$ cat src/rtl/mp_ram_pkg.sv
// mp_ram_pkg: shared types and constants for the multi-port bypass RAM
package mp_ram_pkg;
  typedef enum logic {INIT, RUN} state_t;
  localparam int RD_LAT_MIN = 1;
  localparam int RD_LAT_MAX = 2;
  localparam int COLL_W = 16;
endpackage

$ cat src/rtl/mp_ram_rd_port.sv
// mp_ram_rd_port: read capture with write-collision merge, latency pipeline and output hold
module mp_ram_rd_port import mp_ram_pkg::*; #(
  parameter int DATA_WIDTH = 32,
  parameter int RD_LATENCY = 1
) (
  input  logic                  CLK,
  input  logic                  rst_n,
  input  logic                  rd,
  input  logic                  coll,
  input  logic [DATA_WIDTH-1:0] mem_q,
  input  logic [DATA_WIDTH-1:0] db,
  input  logic [DATA_WIDTH-1:0] bwb,
  output logic [DATA_WIDTH-1:0] q
);
  logic [DATA_WIDTH-1:0] merged;
  assign merged = coll ? (mem_q & ~bwb) | (db & bwb) : mem_q;
  if (RD_LATENCY == RD_LAT_MIN) begin : g_lat1
    always_ff @(posedge CLK or negedge rst_n)
      if (!rst_n) q <= '0;
      else if (rd) q <= merged;
  end else begin : g_lat2
    logic [DATA_WIDTH-1:0] d1;
    logic                  v1;
    // data is frozen at read time, so a write on the following edge cannot leak in
    always_ff @(posedge CLK or negedge rst_n)
      if (!rst_n) begin
        d1 <= '0;
        v1 <= 1'b0;
        q  <= '0;
      end else begin
        v1 <= rd;
        if (rd) d1 <= merged;
        if (v1) q <= d1;
      end
  end
endmodule

$ cat src/rtl/mp_ram_bypass.sv
// mp_ram_bypass: 1W/NR RAM with write-through collision merge, optional zero-init sweep and collision counter
module mp_ram_bypass import mp_ram_pkg::*; #(
  parameter int ADDR_WIDTH = 6,
  parameter int DATA_WIDTH = 32,
  parameter int NUM_RD     = 2,
  parameter int RD_LATENCY = 1,
  parameter int INIT_ZERO  = 1
) (
  input  logic                         CLK,
  input  logic                         rst_n,
  input  logic [NUM_RD*ADDR_WIDTH-1:0] AA,
  input  logic [NUM_RD-1:0]            CEA,
  output logic [NUM_RD*DATA_WIDTH-1:0] QA,
  input  logic [ADDR_WIDTH-1:0]        AB,
  input  logic                         CEB,
  input  logic [DATA_WIDTH-1:0]        DB,
  input  logic [DATA_WIDTH-1:0]        BWB,
  output logic                         init_done,
  output logic [COLL_W-1:0]            coll_cnt
);
  localparam int DEPTH = 1 << ADDR_WIDTH;
  if (RD_LATENCY < RD_LAT_MIN || RD_LATENCY > RD_LAT_MAX || NUM_RD < 1 || NUM_RD > 4 ||
      INIT_ZERO < 0 || INIT_ZERO > 1) begin : g_bad_param
    $fatal(1, "mp_ram_bypass: illegal parameter combination");
  end
  logic [DATA_WIDTH-1:0] mem [DEPTH];
  state_t                state, state_nx;
  logic [ADDR_WIDTH-1:0] ptr;
  logic                  wr;
  logic [NUM_RD-1:0]     rd, coll;
  logic [2:0]            n_coll;
  logic [COLL_W:0]       coll_sum;
  assign init_done = state == RUN;
  assign wr        = CEB && init_done;
  assign state_nx  = (state == INIT && &ptr) ? RUN : state;
  always_ff @(posedge CLK or negedge rst_n)
    if (!rst_n) begin
      state <= INIT_ZERO != 0 ? INIT : RUN;
      ptr   <= '0;
    end else begin
      state <= state_nx;
      if (state == INIT) ptr <= ptr + 1'b1;
    end
  // storage is deliberately not reset; only the init sweep clears it
  always_ff @(posedge CLK)
    if (state == INIT) mem[ptr] <= '0;
    else if (wr) mem[AB] <= (mem[AB] & ~BWB) | (DB & BWB);
  for (genvar i = 0; i < NUM_RD; i++) begin : g_rd
    logic [ADDR_WIDTH-1:0] a;
    assign a       = AA[i*ADDR_WIDTH +: ADDR_WIDTH];
    assign rd[i]   = CEA[i] && init_done;
    assign coll[i] = rd[i] && wr && a == AB;
    mp_ram_rd_port #(.DATA_WIDTH(DATA_WIDTH), .RD_LATENCY(RD_LATENCY)) u_port (
      .CLK   (CLK),
      .rst_n (rst_n),
      .rd    (rd[i]),
      .coll  (coll[i]),
      .mem_q (mem[a]),
      .db    (DB),
      .bwb   (BWB),
      .q     (QA[i*DATA_WIDTH +: DATA_WIDTH])
    );
  end
  always_comb begin
    n_coll = '0;
    for (int k = 0; k < NUM_RD; k++) n_coll = n_coll + {2'b0, coll[k]};
  end
  assign coll_sum = {1'b0, coll_cnt} + (COLL_W + 1)'(n_coll);
  always_ff @(posedge CLK or negedge rst_n)
    if (!rst_n) coll_cnt <= '0;
    else coll_cnt <= coll_sum[COLL_W] ? '1 : coll_sum[COLL_W-1:0];
endmodule

$ cat config.mk
export PLATFORM = sky130hd
export DESIGN_NAME = mp_ram_bypass
export DESIGN_NICKNAME = d
export VERILOG_FILES = /design/src/rtl/mp_ram_pkg.sv /design/src/rtl/mp_ram_rd_port.sv /design/src/rtl/mp_ram_bypass.sv
export SDC_FILE = /design/constraint.sdc
export NUM_CORES = 2
export LEC_CHECK = 0
export BUFFER_PORTS_ARGS = -buffer_cell sky130_fd_sc_hd__buf_2
export CORE_MARGIN = 4
export CORE_UTILIZATION = 46
export CTS_BUF_LIST = sky130_fd_sc_hd__clkbuf_4 sky130_fd_sc_hd__clkbuf_8
export CTS_CLUSTER_DIAMETER = 60
export DETAILED_ROUTE_END_ITERATION = 6
export PLACE_DENSITY_LB_ADDON = 0.12
export RECOVER_POWER = 25
export SYNTH_ARGS = -nofsm -noshare
export SYNTH_HDL_FRONTEND = slang
export SYNTH_SLANG_ARGS = --single-unit
export TNS_END_PERCENT = 20
$ cat constraint.sdc
create_clock -name CLK -period 15.4 [get_ports CLK]
set_clock_uncertainty 0.1 [all_clocks]
set_input_delay 0.77 -clock CLK [delete_from_list [all_inputs] [get_ports CLK]]
set_output_delay 0.77 -clock CLK [all_outputs]
set_load 0.01 [all_outputs]
Word-level counts from Yosys, hierarchy flattened
Memory sizes are Yosys's and may differ from the RTL's.
Cells that the tools add are included.
{ "classes": {"mux": 10, "bitwise": 9, "eq_ne": 2, "addsub": 3, "n_reduce_logical": 10} }
{ "op_table": {"columns": ["operator", "n"], "rows": [
  ["$and 32x32->32", 4],
  ["$mux 32", 3],
  ["$or 32x32->32", 3],
  ["$not 32->32", 1],
  ["$reduce_or 32->1", 1],
  ["$add 16x2->17", 1],
  ["$mux 16", 1],
  ["$eq 6x6->1", 2],
  ["$logic_and 1x1->1", 8],
  ["$add 6x1->6 const B", 1],
  ["$mux 6", 1],
  ["$reduce_and 6->1", 1],
  ["$mux 1", 5],
  ["$add 1x1->2", 1],
  ["$not 1->1", 1]
]} }
{ "totals": {"register_bits": 87, "wordCells": 40, "n_memories": 1, "out_inout_bits": 81, "input_bits": 87, "ram_bits": 2048} }
{ "mem_list": {"columns": ["name", "depth", "word_bits", "rd", "rd_ports_with_merged_regs", "wr", "line_no", "rtl"], "rows": [
  ["mem", 64, 32, 3, 0, 1, "mp_ram_bypass.sv:26", "logic [DATA_WIDTH-1:0] mem [DEPTH];"]
]} }

Logic depth before layout (Yosys ltp)
{ "logic_depth": {"depth_word": 6, "ltp_mapped": 15, "mapped_depth_nobuf": 11} }

By module
A second synthesis with hierarchy kept.
{ "unflattened": {"hier_cells": 5917, "hier_area_um2": 114946.5} }
{ "by_module_without_submodules": {"columns": ["mod", "instances", "seq_area_each_um2", "area_per_inst_um2", "cells_per_inst"], "rows": [
  ["mp_ram_bypass", 1, 62074.5, 111538.2, 5569],
  ["mp_ram_rd_port", 2, 800.8, 1704.1, 174]
]} }

Least setup slack after synthesis
Ideal clock, no wire load.
{ "synth_timing": {"path_kind": "input-to-reg", "from": "input port AB[1]", "to": "memory mem[0][12], data pin", "path_stages": 7, "slack_ns": 6.407, "required_ns": 14.011, "path_buffers": 4, "arrival_time_ns": 7.604, "setup_time_ns": 1.289, "path_cell_list": "buf_4 > buf_2 > inv_2 > buf_2 > buf_1 > a2111oi_0 > a2111oi_0"} }
{ "synth_between": {"elab_chain_len": 4} }
{ "synth_lines": {"columns": ["element", "line_no", "rtl"], "rows": [
  ["start, declared", "mp_ram_bypass.sv:14", "input logic [ADDR_WIDTH-1:0] AB,"],
  ["$mem_v2 64x32", null, null],
  ["$and 32x32->32", "mp_ram_bypass.sv:47", "else if (wr) mem[AB] <= (mem[AB] & ~BWB) | (DB & BWB);"],
  ["$or 32x32->32", "mp_ram_bypass.sv:47", null],
  ["$mux 32 (no line)", null, null],
  ["end, declared", "mp_ram_bypass.sv:26", null]
]} }
Every way passes these cells.

Worst setup path in the final report
{ "layout_timing": {"from": "register state (netlist: init_done)", "to": "register g_rd[1].u_port.q[18]"} }
{ "layout_between": {"elab_chain_len": 4, "word_cells_on_any_way": 5, "cone_classes": "1 x mux; 4 x reduce/logical"} }
{ "layout_lines": {"columns": ["element", "line_no", "rtl"], "rows": [
  ["start, declared", "mp_ram_bypass.sv:27", "state_t state, state_nx;"],
  ["start signal, assigned", "mp_ram_bypass.sv:38", "state <= INIT_ZERO != 0 ? INIT : RUN;"],
  ["start signal, assigned", "mp_ram_bypass.sv:41", "state <= state_nx;"],
  ["$logic_and 1x1->1, on equally long branches", "mp_ram_bypass.sv:51, mp_ram_bypass.sv:34", null],
  ["$logic_and 1x1->1 (2 in series)", "mp_ram_bypass.sv:52", "assign coll[i] = rd[i] && wr && a == AB;"],
  ["$mux 32", "mp_ram_rd_port.sv:16", "assign merged = coll ? (mem_q & ~bwb) | (db & bwb) : mem_q;"],
  ["end signal, assigned", "mp_ram_rd_port.sv:20", "else if (rd) q <= merged;"],
  ["end, declared", "mp_ram_rd_port.sv:13", "output logic [DATA_WIDTH-1:0] q"]
]} }
Parallel ways exist; a longest one is shown, timed or not.
A chain may end at the register's enable or synchronous reset.

==> impl_metrics.env <==
export IMPL_max_stage_delay_ps=1940
export IMPL_synthSimpleGateAreaFrac=0.02897
export IMPL_num_vias=79540
export IMPL_dp_cells=9647
export IMPL_grt_start_max_net_pins=109
export IMPL_hpwl_mm=292.4
export IMPL_core_area_um2=251200
export IMPL_nets=6850
export IMPL_rsz0062_at_grt="false"
export IMPL_drv_slew=1269
export IMPL_row_count=184
export IMPL_hold_viol_final=0
export IMPL_r2r_end="g_rd[1].u_port.q[18]"
export IMPL_ir_worst_vdd_mv=0.09925
export IMPL_leakage_uw=0.03475
export IMPL_drive_gt1_frac=0.3619
export IMPL_crit_slowest_cell="clkbuf_1"
export IMPL_drtPass1Iterations=6
export IMPL_routedWlPerCell_um=47.42
export IMPL_synth_compound_area_frac=0.05561
export IMPL_synth_cell_area_um2=115900
export IMPL_seq_power_share=0.493
export IMPL_first_global_vias=78200
export IMPL_synth_top_family_by_area="multiplexers"
export IMPL_power_frac_clock=0.434
export IMPL_hp_class="primary input to flip-flop"
export IMPL_cp_max_fo=27
export IMPL_reg2reg_setup_slack_ps=5840
export IMPL_avgSynthCellArea_um2=18.02
export IMPL_synthArstFlopShare=0.04075
export IMPL_fin_util=0.5134
export IMPL_post_place_ws_ps=8758
export IMPL_ys_flop_type="edfxtp_1"
export IMPL_r2r_cells=11
export IMPL_cts_buffer_depth=4
export IMPL_start_util=0.4616
export IMPL_setup_viol_count_final=0
export IMPL_fin_crit_sh=0.6207
export IMPL_power_frac_comb=0.073
export IMPL_synth_nets=6524
export IMPL_grt_antenna_before_repair=29
export IMPL_synth_distinct_cells=71
export IMPL_max_freq_mhz=104.6
export IMPL_status="finished, violations left"
export IMPL_critPathRequiredTime_ps=16340
export IMPL_synth_xor_area_frac=0.001889
export IMPL_criticalPathCategory="flip-flop to flip-flop"
export IMPL_fin_cells=10450
export IMPL_ys_ff_latch=2135
export IMPL_fin_setup_tns_ps=0
export IMPL_power_density_nw_per_um2=98.52
export IMPL_clk_latency_ps=1130
export IMPL_io_buffers=167
export IMPL_critPathLaunch="init_done"
export IMPL_fin_crit_ps=9558
export IMPL_slew_headroom=-1.539
export IMPL_wirelength_mm=495.3
export IMPL_crit_chain="clkbuf_1 -> nand3_1 -> nor4_1 -> clkbuf_1 -> and2_0 -> clkbuf_1 -> clkbuf_1 -> a32oi_1 -> dlygate4sd3_1 -> o21ai_0 -> dlygate4sd3_1"
export IMPL_root_buffer="clkbuf_8"
export IMPL_worst_slew_pin_slew_ps=3808
export IMPL_cp_depth=11
export IMPL_syn_inst=6434
export IMPL_syn_to_final_growth_pct=11.22
export IMPL_die_x_um=510.0
export IMPL_drc_errors=0
export IMPL_grt_overflow=0
export IMPL_power_switching_uw=3116
export IMPL_path_buf_inv=6
export IMPL_yosysSeqAreaShare=0.5493
export IMPL_grt_pass1_wl_mm=668.4
export IMPL_clk_pin_slew_ps=60
export IMPL_crit_top_cell="clkbuf_1"
export IMPL_num_io_pins=168
export IMPL_die_h_um=510.0
export IMPL_clock_sinks=2135
export IMPL_violations="max-capacitance violations, max-slew violations"
export IMPL_cp_arrival_ps=10500
export IMPL_synth_edf_count=2048
export IMPL_drv_cap=71
export IMPL_critPathTopFamily="buffers and inverters"
export IMPL_end_kind="flip-flop"
export IMPL_endpoint="g_rd[1].u_port.q[18]"
export IMPL_viasPerCell=7.615
export IMPL_dieArea_um2=260100
export IMPL_routabilityCongestion=0.9062
export IMPL_cts_made_buffers=384
export IMPL_synthAdderAreaFrac=0.0003885
export IMPL_drt_antenna_violating_nets=0
export IMPL_dr_first_iter_drc_count=13430
export IMPL_synthMuxAreaShare=0.3339
export IMPL_startpoint_type="flip-flop"
export IMPL_p_int_uw=9587
export IMPL_cts_tree="built"
export IMPL_grt_use_total=0.3782
export IMPL_r2r_start="init_done"
export IMPL_cts_max_level=5
export IMPL_setup_ws_ps=5842
export IMPL_sw_frac_of_total=0.2453
export IMPL_synth_warning_count=0
export IMPL_cts_resized=0
[Yosys cell counts, types with 13 or more instances]
library cell / n / area (um2)
o22a_1: 17 / 148.9
a32oi_1: 13 / 113.9
nand2b_1: 15 / 93.84
o21ai_0: 72 / 360.4
buf_6: 54 / 608.1
buf_4: 96 / 720.7
mux4_2: 1479 / 33310
mux2i_1: 500 / 5005
nor3_1: 34 / 170.2
clkbuf_1: 179 / 671.9
mux2_2: 35 / 394.1
a31oi_1: 28 / 175.2
nor4_1: 38 / 237.7
nand2_1: 246 / 923.4
a21oi_1: 228 / 1141
dfrtp_1: 87 / 2177
nor2_1: 111 / 416.7
xnor2_1: 13 / 113.9
nand3_1: 126 / 630.6
inv_1: 25 / 93.84
edfxtp_1: 2048 / 61500
nor2b_1: 43 / 269.0
and2_1: 45 / 281.5
nand4_1: 19 / 118.9
buf_2: 197 / 986.0
buf_1: 37 / 138.9
a2111oi_0: 19 / 166.4
a22oi_1: 356 / 2673
a221oi_1: 32 / 280.3
a211oi_1: 57 / 427.9
o22ai_1: 47 / 294.0
a311oi_1: 17 / 148.9
[worst min-delay path: stages]
cell and delay (ps):
buf_2 220, a32oi_1 130, o21ai_0 90
[power by group through the flow]
stage | clock network [uW] | logic [uW] | registers (uW)
after detailed placement | 0 | 890 | 6390
after floorplan | 0 | 551 | 6390
final | 5510 | 926 | 6270
after CTS | 5550 | 903 | 6270
after global routing | 5840 | 933 | 6260
after global placement | 0 | 891 | 6390
[what timing repair did]
item,CTS,global route
endpoints found under the setup margin,0,0
hold endpoints to repair,88,0
buffers inserted,0,0
hold buffers,75,0
[metal layers]
layer	wire length, um	share of wire	up-vias	GRT usage
met3	70930	0.14	1688	0.1410
met4	40460	0.082	12	0.2592
met1	167100	0.34	41760	0.4740
met5	200	0.00040	-	0.001462
li1	-	-	28900	-
met2	216700	0.44	7186	0.5477
[worst min path at each step]
| stage | startpoint | endpoint | cells after the start |
|---|---|---|---|
| 2_1_floorplan | rst_n | coll_cnt[0] | 0 |
| 3_5_place_dp | g_rd[1].u_port.q[16] | g_rd[1].u_port.q[16] | 2 |
| 6_report | BWB[11] | g_rd[0].u_port.q[11] | 3 |
| 3_3_place_gp | coll_cnt[12] | coll_cnt[12] | 1 |
| 4_1_cts | BWB[10] | g_rd[0].u_port.q[10] | 3 |
| 5_1_grt | BWB[31] | g_rd[0].u_port.q[31] | 3 |
[flip-flops by register name, summed over array words and instances (netlist names)]
register and flops:
mem 2048, ptr 6, coll_cnt 16, init_done 1
g_rd.u_port.q 64
[area by class of cell]
class                   count  area [um2]
clock inverters           165        1237
well taps                3348        4189
multi-input cells        3692       49450
repair buffers            519        3691
diodes                     41       102.6
inverters                  28       108.9
fillers                 20250      122200
flip-flops and latches   2135       63680
clock buffers             518        6479
[cell families after synthesis]
family	Yosys count
compound gates	943
buf+inv	607
simple gates	707
flops	2135
mux	2014
fa+ha+maj	3
xor+xnor	25
[cell usage in the layout (no fill, tap or decap), types with 14 or more instances in the layout]
cell type and count:
a2111oi_0 20, a211oi_1 54, a21oi_1 228, a221oi_1 21, a22oi_1 356, a311oi_1 16, a31oi_1 28, and2_1 40
buf_12 14, buf_2 75, buf_4 224, bufinv_16 18, clkbuf_1 121, clkbuf_4 104, clkbuf_8 415, clkinv_1 70
clkinv_2 60, clkinvlp_4 15, dfrtp_1 87, diode_2 41, dlygate4sd3_1 75, edfxtp_1 2048, inv_1 23, mux2_2 35
mux2i_1 500, mux4_2 1479, nand2_1 242, nand3_1 125, nand4_1 19, nor2_1 75, nor2_4 31, nor2b_1 32
nor3_1 33, nor4_1 38, o21ai_0 67, o22a_1 17, o22ai_1 47
[metrics by stage]
step	total power [uW]	cell area, um2	hold slack, ps
CTS	12720	129500	0.2807
detailed placement	7278	121000	392.5
floorplan	6939	115900	374.4
finish	12700	128900	84.80
global placement	7278	121000	380.1
global route	13040	128800	53.60
Power figures use the tool's default switching activity.
